$ cat src/rtl/fsm_table_pkg.sv
`default_nettype none
// ============================================================================
// Module      : fsm_table_pkg
// Description : Shared types and field constants for the programmable FSM engine
// Revision    : 1.0 - initial release
// ============================================================================
package fsm_table_pkg;

    typedef enum logic [1:0] {IDLE, LOAD, RUN, ERR} ctrl_t;
    typedef enum logic [1:0] {E_NONE, E_NOT_LOADED, E_ILLEGAL} err_t;

    localparam int ADDR_W   = 4;
    localparam int ENTRY_W  = 6;
    localparam int STATE_W  = 3;
    localparam int DEPTH    = 1 << ADDR_W;

    // Entry layout: {next[2:0], out[2:0]}
    localparam int NEXT_MSB = 5;
    localparam int NEXT_LSB = 3;
    localparam int OUT_MSB  = 2;
    localparam int OUT_LSB  = 0;

endpackage
`default_nettype wire

$ cat src/rtl/fsm_table_mem.sv
`default_nettype none
// ============================================================================
// Module      : fsm_table_mem
// Description : Transition table register file, sync write / async read, no reset
// Revision    : 1.0 - initial release
// ============================================================================
module fsm_table_mem
    import fsm_table_pkg::*;
(
    input  logic               clk,
    input  logic               we,
    input  logic [ADDR_W-1:0]  waddr,
    input  logic [ENTRY_W-1:0] wdata,
    input  logic [ADDR_W-1:0]  raddr,
    output logic [ENTRY_W-1:0] rdata
);

    logic [ENTRY_W-1:0] r_mem [DEPTH];

    always_ff @(posedge clk) begin
        if (we) begin
            r_mem[waddr] <= wdata;
        end
    end

    assign rdata = r_mem[raddr];

endmodule
`default_nettype wire

$ cat src/rtl/fsm_table_ctrl.sv
`default_nettype none
// ============================================================================
// Module      : fsm_table_ctrl
// Description : Table-programmed 3-bit state machine with load/run/error supervision
// Revision    : 1.0 - initial release
// ============================================================================
module fsm_table_ctrl
    import fsm_table_pkg::*;
#(
    parameter logic [STATE_W-1:0] RST_STATE  = 3'd2,
    parameter logic [7:0]         LEGAL_MASK = 8'hF4,
    parameter int                 CNT_W      = 8
) (
    input  logic               clk,
    input  logic               res,
    input  logic               cfg_valid,
    output logic               cfg_ready,
    input  logic [ADDR_W-1:0]  cfg_addr,
    input  logic [ENTRY_W-1:0] cfg_data,
    input  logic               start,
    input  logic               stop,
    input  logic               clear,
    input  logic               step_en,
    input  logic               a,
    output logic [STATE_W-1:0] st,
    output logic [STATE_W-1:0] sd,
    output logic               loaded,
    output logic               busy,
    output logic               err,
    output logic [1:0]         err_code,
    output logic [CNT_W-1:0]   step_cnt
);

    ctrl_t              r_ctrl;
    err_t               r_err;
    logic [STATE_W-1:0] r_st;
    logic [STATE_W-1:0] r_sd;
    logic [CNT_W-1:0]   r_cnt;
    logic [DEPTH-1:0]   r_mask;
    logic               r_loaded;

    logic               w_wr;
    logic [DEPTH-1:0]   w_mask_nxt;
    logic [ENTRY_W-1:0] w_entry;
    logic [STATE_W-1:0] w_next;
    logic [STATE_W-1:0] w_out;

    assign cfg_ready  = (r_ctrl == IDLE) || (r_ctrl == LOAD);
    assign w_wr       = cfg_valid && cfg_ready;
    assign w_mask_nxt = r_mask | (w_wr ? ({{(DEPTH-1){1'b0}}, 1'b1} << cfg_addr) : '0);
    assign w_next     = w_entry[NEXT_MSB:NEXT_LSB];
    assign w_out      = w_entry[OUT_MSB:OUT_LSB];

    fsm_table_mem u_mem (
        .clk   (clk),
        .we    (w_wr),
        .waddr (cfg_addr),
        .wdata (cfg_data),
        .raddr ({a, r_st}),
        .rdata (w_entry)
    );

    always_ff @(posedge clk) begin
        if (res) begin
            r_ctrl   <= IDLE;
            r_err    <= E_NONE;
            r_st     <= RST_STATE;
            r_sd     <= '0;
            r_cnt    <= '0;
            r_mask   <= '0;
            r_loaded <= 1'b0;
        end else begin
            r_mask   <= w_mask_nxt;
            r_loaded <= &w_mask_nxt;
            unique case (r_ctrl)
                IDLE, LOAD: begin
                    if (stop) begin
                        r_ctrl <= IDLE;
                    end else if (start) begin
                        // loaded is the pre-edge value: a same-cycle final write does not count
                        if (r_loaded) begin
                            r_ctrl <= RUN;
                            r_st   <= RST_STATE;
                            r_sd   <= '0;
                            r_cnt  <= '0;
                        end else begin
                            r_ctrl <= ERR;
                            r_err  <= E_NOT_LOADED;
                        end
                    end else if (w_wr) begin
                        r_ctrl <= LOAD;
                    end
                end
                RUN: begin
                    if (stop) begin
                        r_ctrl <= IDLE;
                    end else if (step_en) begin
                        if (LEGAL_MASK[w_next]) begin
                            r_st <= w_next;
                            r_sd <= w_out;
                            if (r_cnt != {CNT_W{1'b1}}) begin
                                r_cnt <= r_cnt + 1'b1;
                            end
                        end else begin
                            r_ctrl <= ERR;
                            r_err  <= E_ILLEGAL;
                        end
                    end
                end
                ERR: begin
                    if (clear) begin
                        r_ctrl <= IDLE;
                        r_err  <= E_NONE;
                    end
                end
            endcase
        end
    end

    assign st       = r_st;
    assign sd       = r_sd;
    assign step_cnt = r_cnt;
    assign loaded   = r_loaded;
    assign busy     = (r_ctrl == RUN);
    assign err      = (r_ctrl == ERR);
    assign err_code = r_err;

endmodule
`default_nettype wire

$ cat config.mk
export PLATFORM = sky130hd
export DESIGN_NAME = fsm_table_ctrl
export DESIGN_NICKNAME = d
export VERILOG_FILES = /design/src/rtl/fsm_table_pkg.sv /design/src/rtl/fsm_table_mem.sv /design/src/rtl/fsm_table_ctrl.sv
export SDC_FILE = /design/constraint.sdc
export NUM_CORES = 1
export LEC_CHECK = 0
export CAP_MARGIN = 20
export CORE_MARGIN = 2
export CORE_UTILIZATION = 30
export DETAILED_ROUTE_END_ITERATION = 10
export GPL_TIMING_DRIVEN = 0
export HOLD_SLACK_MARGIN = 0.03
export SLEW_MARGIN = 20
export SYNTH_ARGS = -nofsm -noshare
export SYNTH_HDL_FRONTEND = slang
export SYNTH_HIERARCHICAL = 1
export SYNTH_SLANG_ARGS = --single-unit
$ cat constraint.sdc
create_clock -name clk -period 5.9 [get_ports clk]
set_input_delay 1.18 -clock clk [delete_from_list [all_inputs] [get_ports clk]]
set_output_delay 1.18 -clock clk [all_outputs]
set_load 0.03 [all_outputs]
## Word level (Yosys, flattened, before mapping)

Memories as Yosys holds them, arrays and structs flattened.
Index checks and enable logic that the tools add are counted.

| storage, ports and cells | value |
|---|---|
| flip-flop bits (word level) | 35 |
| memory bits (writable) | 96 |
| memory bits (read-only) | 8 |
| output and inout port bits | 20 |
| memories | 2 |

| operators by class | value |
|---|---|
| add/sub/neg operators | 1 |
| $lt $le $gt $ge | 1 |
| eq/ne operators | 17 |
| shift-type cells | 1 |
| mux-type cells | 42 |
| bitwise gates (word level) | 1 |
| reductions and logical operators | 10 |

Memories:

| memory | depth | bits a word | rd ports | clocked after memory_dff | write ports | line | source |
|---|---|---|---|---|---|---|---|
| u_mem.r_mem | 16 | 6 | 1 | 0 | 1 | fsm_table_mem.sv:18 | `logic [ENTRY_W-1:0] r_mem [DEPTH];` |
| (no name shown) | 8 | 1 | 1 | 0 | 0 | fsm_table_ctrl.sv:98 | `if (LEGAL_MASK[w_next]) begin` |

Operators with widths:

| operator | count |
|---|---|
| $mux W8 | 7 |
| $mux W3 | 12 |
| $mux W2 | 13 |
| $mux W16 | 1 |
| $ne A2 B2 Y1 const B | 8 |
| $or A16 B16 Y16 | 1 |
| $pmux W8 S2 | 1 |
| $reduce_and A16 Y1 | 1 |
| $shl A1 B4 Y16 const A | 1 |
| $reduce_and A7 Y1 | 2 |
| $pmux W2 S3 | 2 |
| $pmux W3 S2 | 2 |
| $add A8 B1 Y8 const B | 1 |
| $ne A8 B8 Y1 const B | 1 |
| $reduce_and A8 Y1 | 1 |
| $ne A3 B3 Y1 const B | 2 |
| $eq A2 B2 Y1 const B | 2 |
| $lt A3 B4 Y1 const B | 1 |
| $mux W1 | 4 |
| $ne A2 B1 Y1 const B | 2 |
| $ne A4 B4 Y1 const B | 1 |
| $reduce_and A4 Y1 | 1 |
| $eq A2 B1 Y1 const B | 1 |
| $logic_not A2 Y1 | 1 |
| 4 further kinds | 4 |

## Depth between registers and ports, before layout

Gate-level depths: netlist (run 1).

| depth | value |
|---|---|
| word-level depth | 7 |
| depth in mapped cells | 11 |
| depth with buffers taken out | 8 |

## By module

The synthesis (run 1) kept the hierarchy.

Modules (own cells, without submodules):

| module | instances | cells an instance | area each (um2) | sequential area each (um2) |
|---|---|---|---|---|
| fsm_table_mem | 1 | 172 | 3774.9 | 2882.8 |
| fsm_table_ctrl | 1 | 205 | 1756.7 | 700.7 |

## Least setup slack after synthesis (run 1)

OpenSTA, ideal clock, no wires.

| path | value |
|---|---|
| kind | in2reg |
| start point | input a |
| end point | register r_err[1], in the netlist err_code[1] |
| setup time | 128 ps |
| arrival | 2648 ps |
| data required time | 5772 ps |
| setup slack | 3125 ps |
| stages | 9 |
| path through | and2_1 > buf_1 > a22oi_1 > nand2_1 > nor2b_1 > o21a_4 > a2111oi_4 > mux2i_1 > nor2_1 |

| between the ends | value |
|---|---|
| longest elaborated chain between the ends | 5 |

RTL lines:

| what | line | source |
|---|---|---|
| start: declaration | fsm_table_ctrl.sv:24 | `input logic a,` |
| $mem_v2 Z16 W6 | -- |  |
| via w_entry[4] | fsm_table_ctrl.sv:44 | `logic [ENTRY_W-1:0] w_entry;` |
| $mem_v2 Z8 W1 | -- |  |
| $mux W1 (not written as such) | fsm_table_ctrl.sv:98 |  |
| $ne A2 B2 Y1 (no source line) | -- |  |
| $reduce_and A7 Y1 (no source line) | -- |  |
| end signal: assignment | fsm_table_ctrl.sv:88 | `r_err <= E_NOT_LOADED;` |
| end signal: assignment | fsm_table_ctrl.sv:106 | `r_err <= E_ILLEGAL;` |
| end signal: assignment | fsm_table_ctrl.sv:113 | `r_err <= E_NONE;` |
| end: declaration | fsm_table_ctrl.sv:35 | `err_t r_err;` |

The timed path passes the listed nets, and every way through them passes these cells. The select of a mux whose other input is x is not followed.
A chain may end at the register's enable or synchronous reset.

## Final worst setup path (run 1)

| path | value |
|---|---|
| start point | input cfg_valid |
| end point | memory u_mem.r_mem[0][5] (enable) |

| between the ends | value |
|---|---|
| longest elaborated chain between the ends | 3 |

RTL lines:

| what | line | source |
|---|---|---|
| start: declaration | fsm_table_ctrl.sv:16 | `input logic cfg_valid,` |
| $logic_and A1 B1 Y1 | fsm_table_ctrl.sv:49 | `assign w_wr = cfg_valid && cfg_ready;` |
| via w_wr | fsm_table_ctrl.sv:42 | `logic w_wr;` |
| $mux W1 | fsm_table_mem.sv:21 | `if (we) begin` |
| $mux W1 (not written as such) | fsm_table_mem.sv:22 | `r_mem[waddr] <= wdata;` |
| end: declaration | fsm_table_mem.sv:18 |  |

The timed path passes the listed nets, and every way through them passes these cells.

==> flow_results.xml, run 1 <==
<?xml version="1.0" encoding="UTF-8"?>
<metrics>
  <group name="outcome">
    <metric name="outcome" unit="">completed</metric>
  </group>
  <group name="clocking">
    <metric name="total_of_hold_buffers_inserted_after_clock_tree_synthesis" unit="">0</metric>
    <metric name="tritoncts" unit="">built</metric>
    <metric name="clk_path_buf_depth" unit="">2</metric>
    <metric name="cts_root_buffer" unit="">sky130_fd_sc_hd__clkbuf_16</metric>
    <metric name="clk_pin_slew_worst_paths" unit="ns">0.05</metric>
    <metric name="post_cts.repair.setup_buffers" unit="">0</metric>
    <metric name="tritoncts.num_buffers" unit="">17</metric>
    <metric name="clkLatencyLatePin" unit="ns">0.41</metric>
    <metric name="htree_levels" unit="">4</metric>
    <metric name="post_cts.resized_instances" unit="">0</metric>
    <metric name="clkSinkCount" unit="">131</metric>
  </group>
  <group name="timing">
    <metric name="timing_hold_violations_final" unit="">0</metric>
    <metric name="worst_slew_margin_rel" unit="%">30.55</metric>
    <metric name="setup_viol_count_final" unit="">0</metric>
    <metric name="setup_tns" unit="ns">0</metric>
    <metric name="worstMarginPinSlew" unit="ns">1.034</metric>
    <metric name="rsz0062_at_grt" unit="">false</metric>
    <metric name="report.final.slew_viol_count" unit="">0</metric>
    <metric name="post-route-period-util" unit="%">58.32</metric>
    <metric name="setup_skew" unit="ns">0.01013</metric>
    <metric name="max_freq" unit="MHz">290.6</metric>
    <metric name="finalWorstPathRequiredPeriod" unit="ns">3.441</metric>
  </group>
  <group name="grt">
    <metric name="antenna_found_initial" unit="">0</metric>
    <metric name="grt_use_total" unit="%">12.68</metric>
    <metric name="grt_max_degree" unit="">17</metric>
    <metric name="grt_pass1_wl" unit="um">18940</metric>
    <metric name="first_global_vias" unit="">3357</metric>
    <metric name="globalRouteOverflowTotal" unit="">0</metric>
  </group>
  <group name="routing">
    <metric name="postRouteAntennaNets" unit="">0</metric>
    <metric name="postRouteWirelength" unit="um">11980</metric>
    <metric name="detail_route.wl_per_cell" unit="um">17.78</metric>
    <metric name="firstDrtPassIters" unit="">4</metric>
    <metric name="dr_total_vias" unit="">3420</metric>
    <metric name="post_drt_via_cell_ratio" unit="">5.074</metric>
    <metric name="dr.first_iter.drc_count" unit="">260</metric>
    <metric name="route.detailed.drc" unit="">0</metric>
  </group>
  <group name="final_layout">
    <metric name="num_antenna_cells" unit="">0</metric>
    <metric name="layout.area.seq" unit="mm^2">0.003583</metric>
    <metric name="final_core_utilization" unit="%">37.51</metric>
    <metric name="synthToLayoutAreaGrowth" unit="%">22.23</metric>
    <metric name="drive_above_1_share" unit="%">14.83</metric>
    <metric name="finalNetCount" unit="">451</metric>
    <metric name="multi_input_area" unit="mm^2">0.001818</metric>
    <metric name="fillers" unit="">1700</metric>
  </group>
  <group name="place">
    <metric name="detail_placement_hpwl" unit="um">8166</metric>
    <metric name="place.port_buffers" unit="">36</metric>
    <metric name="placer_congestion" unit="">0.7983</metric>
  </group>
  <group name="critical_path">
    <metric name="critical_path.max_stage_delay" unit="ns">0.80</metric>
    <metric name="worstPathMaxFanout" unit="">6</metric>
    <metric name="crit_required" unit="ns">5.92</metric>
    <metric name="critical_path_arrival" unit="ns">3.46</metric>
    <metric name="timing.critical_path.to_type" unit="">flop</metric>
    <metric name="worst_setup_path_start_kind" unit="">input pin</metric>
    <metric name="timing.critical_path.cells" unit="">clkdlybuf4s50_1 -&gt; nor2b_1 -&gt; or3b_2 -&gt; nor3_1</metric>
    <metric name="critPathTopFamily" unit="">simple AND/OR/NAND/NOR gates</metric>
    <metric name="worst_path_max_delay_cell" unit="">sky130_fd_sc_hd__nor3_1</metric>
    <metric name="critical_path_buf_inv_count" unit="">1</metric>
    <metric name="setup.worst_path.class" unit="">in -&gt; reg</metric>
  </group>
  <group name="power">
    <metric name="p_total" unit="mW">2.117</metric>
    <metric name="cellLeakagePower" unit="nW">2.244</metric>
    <metric name="vdd.ir_drop.worst" unit="uV">162.7</metric>
    <metric name="power.density" unit="mW/mm^2">313.1</metric>
  </group>
  <group name="logic_synthesis">
    <metric name="yosysMostFrequentCell" unit="">sky130_fd_sc_hd__edfxtp_1</metric>
    <metric name="number_of_warnings_issued_by_yosys" unit="">6</metric>
    <metric name="synth-edff-count" unit="">96</metric>
    <metric name="synth.cells.most_frequent" unit="">sky130_fd_sc_hd__edfxtp_1 (96), sky130_fd_sc_hd__nor2_1 (43), sky130_fd_sc_hd__dfxtp_1 (35)</metric>
    <metric name="number_of_storage_elements_in_the_synthesis_netlist" unit="">131</metric>
    <metric name="synth_area" unit="mm^2">0.005532</metric>
    <metric name="avgSynthCellArea" unit="um^2">14.67</metric>
    <metric name="ys_top_cells_by_area" unit="">sky130_fd_sc_hd__edfxtp_1 (52%), sky130_fd_sc_hd__dfxtp_1 (13%), sky130_fd_sc_hd__mux4_1 (5.7%)</metric>
    <metric name="synthesis.instances" unit="">377</metric>
    <metric name="synth_area_leader_cell" unit="">sky130_fd_sc_hd__edfxtp_1</metric>
    <metric name="synth_sequential_area_ratio" unit="%">64.78</metric>
    <metric name="synth_fp_nets" unit="">396</metric>
    <metric name="ys_async_sr_fraction" unit="%">0</metric>
    <metric name="synth_cell_type_count" unit="">58</metric>
    <metric name="yosysTopAreaCellShare" unit="%">52.11</metric>
    <metric name="synth_top_flop_cell" unit="">sky130_fd_sc_hd__edfxtp_1</metric>
  </group>
  <group name="floorplan">
    <metric name="io_pins" unit="">38</metric>
    <metric name="starting_density_of_the_core" unit="%">30.69</metric>
    <metric name="floorplan.die.width" unit="um">139.8</metric>
    <metric name="core-area" unit="mm^2">0.01802</metric>
    <metric name="die-area" unit="mm^2">0.01954</metric>
    <metric name="chipHeight" unit="um">139.8</metric>
    <metric name="rows" unit="">49</metric>
  </group>
  <group name="flow_run">
    <metric name="timing.max_cap.violations" unit="">0</metric>
  </group>
  <group name="hold_path">
    <metric name="hold_path_class" unit="">reg -&gt; reg</metric>
  </group>
</metrics>
==> kinds of logic after synthesis <==
family                   Yosys count  synth area share [%]
AO/OA/AOI/OAI                     65                 8.392
adder cells (fa/ha/maj)            1                0.2262
buffers and inverters             20                 2.352
flip-flops                       131                 64.78
multiplexers                      28                 11.31
AND/OR/NAND/NOR                  132                 12.94
==> area by class of cell <==
| class | instances | area share [%] |
|---|---|---|
| flip-flops and latches | 131 | 53.00 |
| multi-input cells | 226 | 26.89 |
| clock buffers | 18 | 6.347 |
| repair buffers | 36 | 5.329 |
| well taps | 229 | 4.238 |
| clock inverters | 14 | 2.276 |
| plain buffers | 15 | 1.647 |
| inverters | 5 | 0.2776 |
==> layer usage <==
metal,GRT usage [%],part of all wire [%]
met1,16.29,44
met2,20.44,49
met3,3.923,5.1
met4,4.316,1.5
met5,0,0
==> final timing paths <==
kind | start | endpoint | slack, ns | cells after the start
worst min register to register | r_mask[14] | r_mask[14] | 0.47 | 2
worst max-delay path | cfg_valid | u_mem/r_mem[0][5] | 2.46 | 4
worst min-delay path | r_mask[14] | r_mask[14] | 0.47 | 2
worst max register to register | st[0] | err_code[1] | 3.00 | 9
==> power by group <==
| group | leakage, nW | switching, mW | internal (mW) | total (mW) |
|---|---|---|---|---|
| Sequential | 1.15 | 0.00511 | 1.00 | 1.00 |
| Combinational | 0.827 | 0.0574 | 0.0334 | 0.0908 |
| Clock | 0.267 | 0.395 | 0.626 | 1.02 |
==> state kept, by name (all words and copies together) (netlist names) <==
| signal | flops |
|---|---|
| r_mask | 16 |
| err_code | 2 |
| st | 3 |
| step_cnt | 8 |
| sd | 3 |
| u_mem/r_mem | 96 |
| loaded | 1 |
| r_ctrl | 2 |
==> worst reg2reg max path: stages, from the launching register on <==
cell and delay [ns]:
sky130_fd_sc_hd__dfxtp_1 0.37, sky130_fd_sc_hd__buf_6 0.15, sky130_fd_sc_hd__buf_6 0.19, sky130_fd_sc_hd__mux4_1 0.62
sky130_fd_sc_hd__a22oi_1 0.30, sky130_fd_sc_hd__nand2_1 0.16, sky130_fd_sc_hd__o21a_4 0.29, sky130_fd_sc_hd__a2111oi_4 0.41
sky130_fd_sc_hd__mux2i_1 0.22, sky130_fd_sc_hd__nor2_1 0.05
==> per-stage QoR <==
| step | worst slack (ns) | instance area [um^2] | hold WS (ns) | instances |
|---|---|---|---|---|
| finish | 2.459 | 6761 | 0.4699 | 674 |
| global placement | 2.017 | 6178 | 0.4343 | 642 |
| detailed placement | 1.897 | 6178 | 0.4614 | 642 |
| floorplan | 3.125 | 5532 | 0.4212 | 377 |
| global route | 2.281 | 6761 | 0.4920 | 674 |
| CTS | 2.392 | 6761 | 0.4743 | 674 |
==> layout by cell type, fill, tap and decap left out, drive strengths merged, types with 10 or more instances in the layout <==
| master | netlist | final |
|---|---|---|
| a21oi | 22 | 22 |
| nor2 | 43 | 43 |
| clkbuf | 5 | 23 |
| buf | 10 | 10 |
| nand2 | 22 | 22 |
| clkdlybuf4s50 | 0 | 36 |
| nand3 | 13 | 13 |
| mux4 | 24 | 24 |
| edfxtp | 96 | 96 |
| dfxtp | 35 | 35 |
| a22oi | 14 | 14 |
(Power assumes the default switching activity.)
==> run 2, diff against run 1 <==
==> constraint.sdc (replaced) <==
create_clock -name clk -period 3.59 [get_ports clk]
set_input_delay 0.718 -clock clk [delete_from_list [all_inputs] [get_ports clk]]
set_output_delay 0.718 -clock clk [all_outputs]
set_load 0.03 [all_outputs]
==> results of run 2 <==
The final DEF is identical to that of run 1. Status: completed.
Among the figures that moved: setup slack after placement 1.897 ns -> 0.04897 ns; setup slack after layout 2.459 ns -> 0.6113 ns; register-to-register setup slack 3.00 ns -> 0.69 ns; total power 2.117 mW -> 3.479 mW; worst IR drop on VDD 162.7 uV -> 267.4 uV
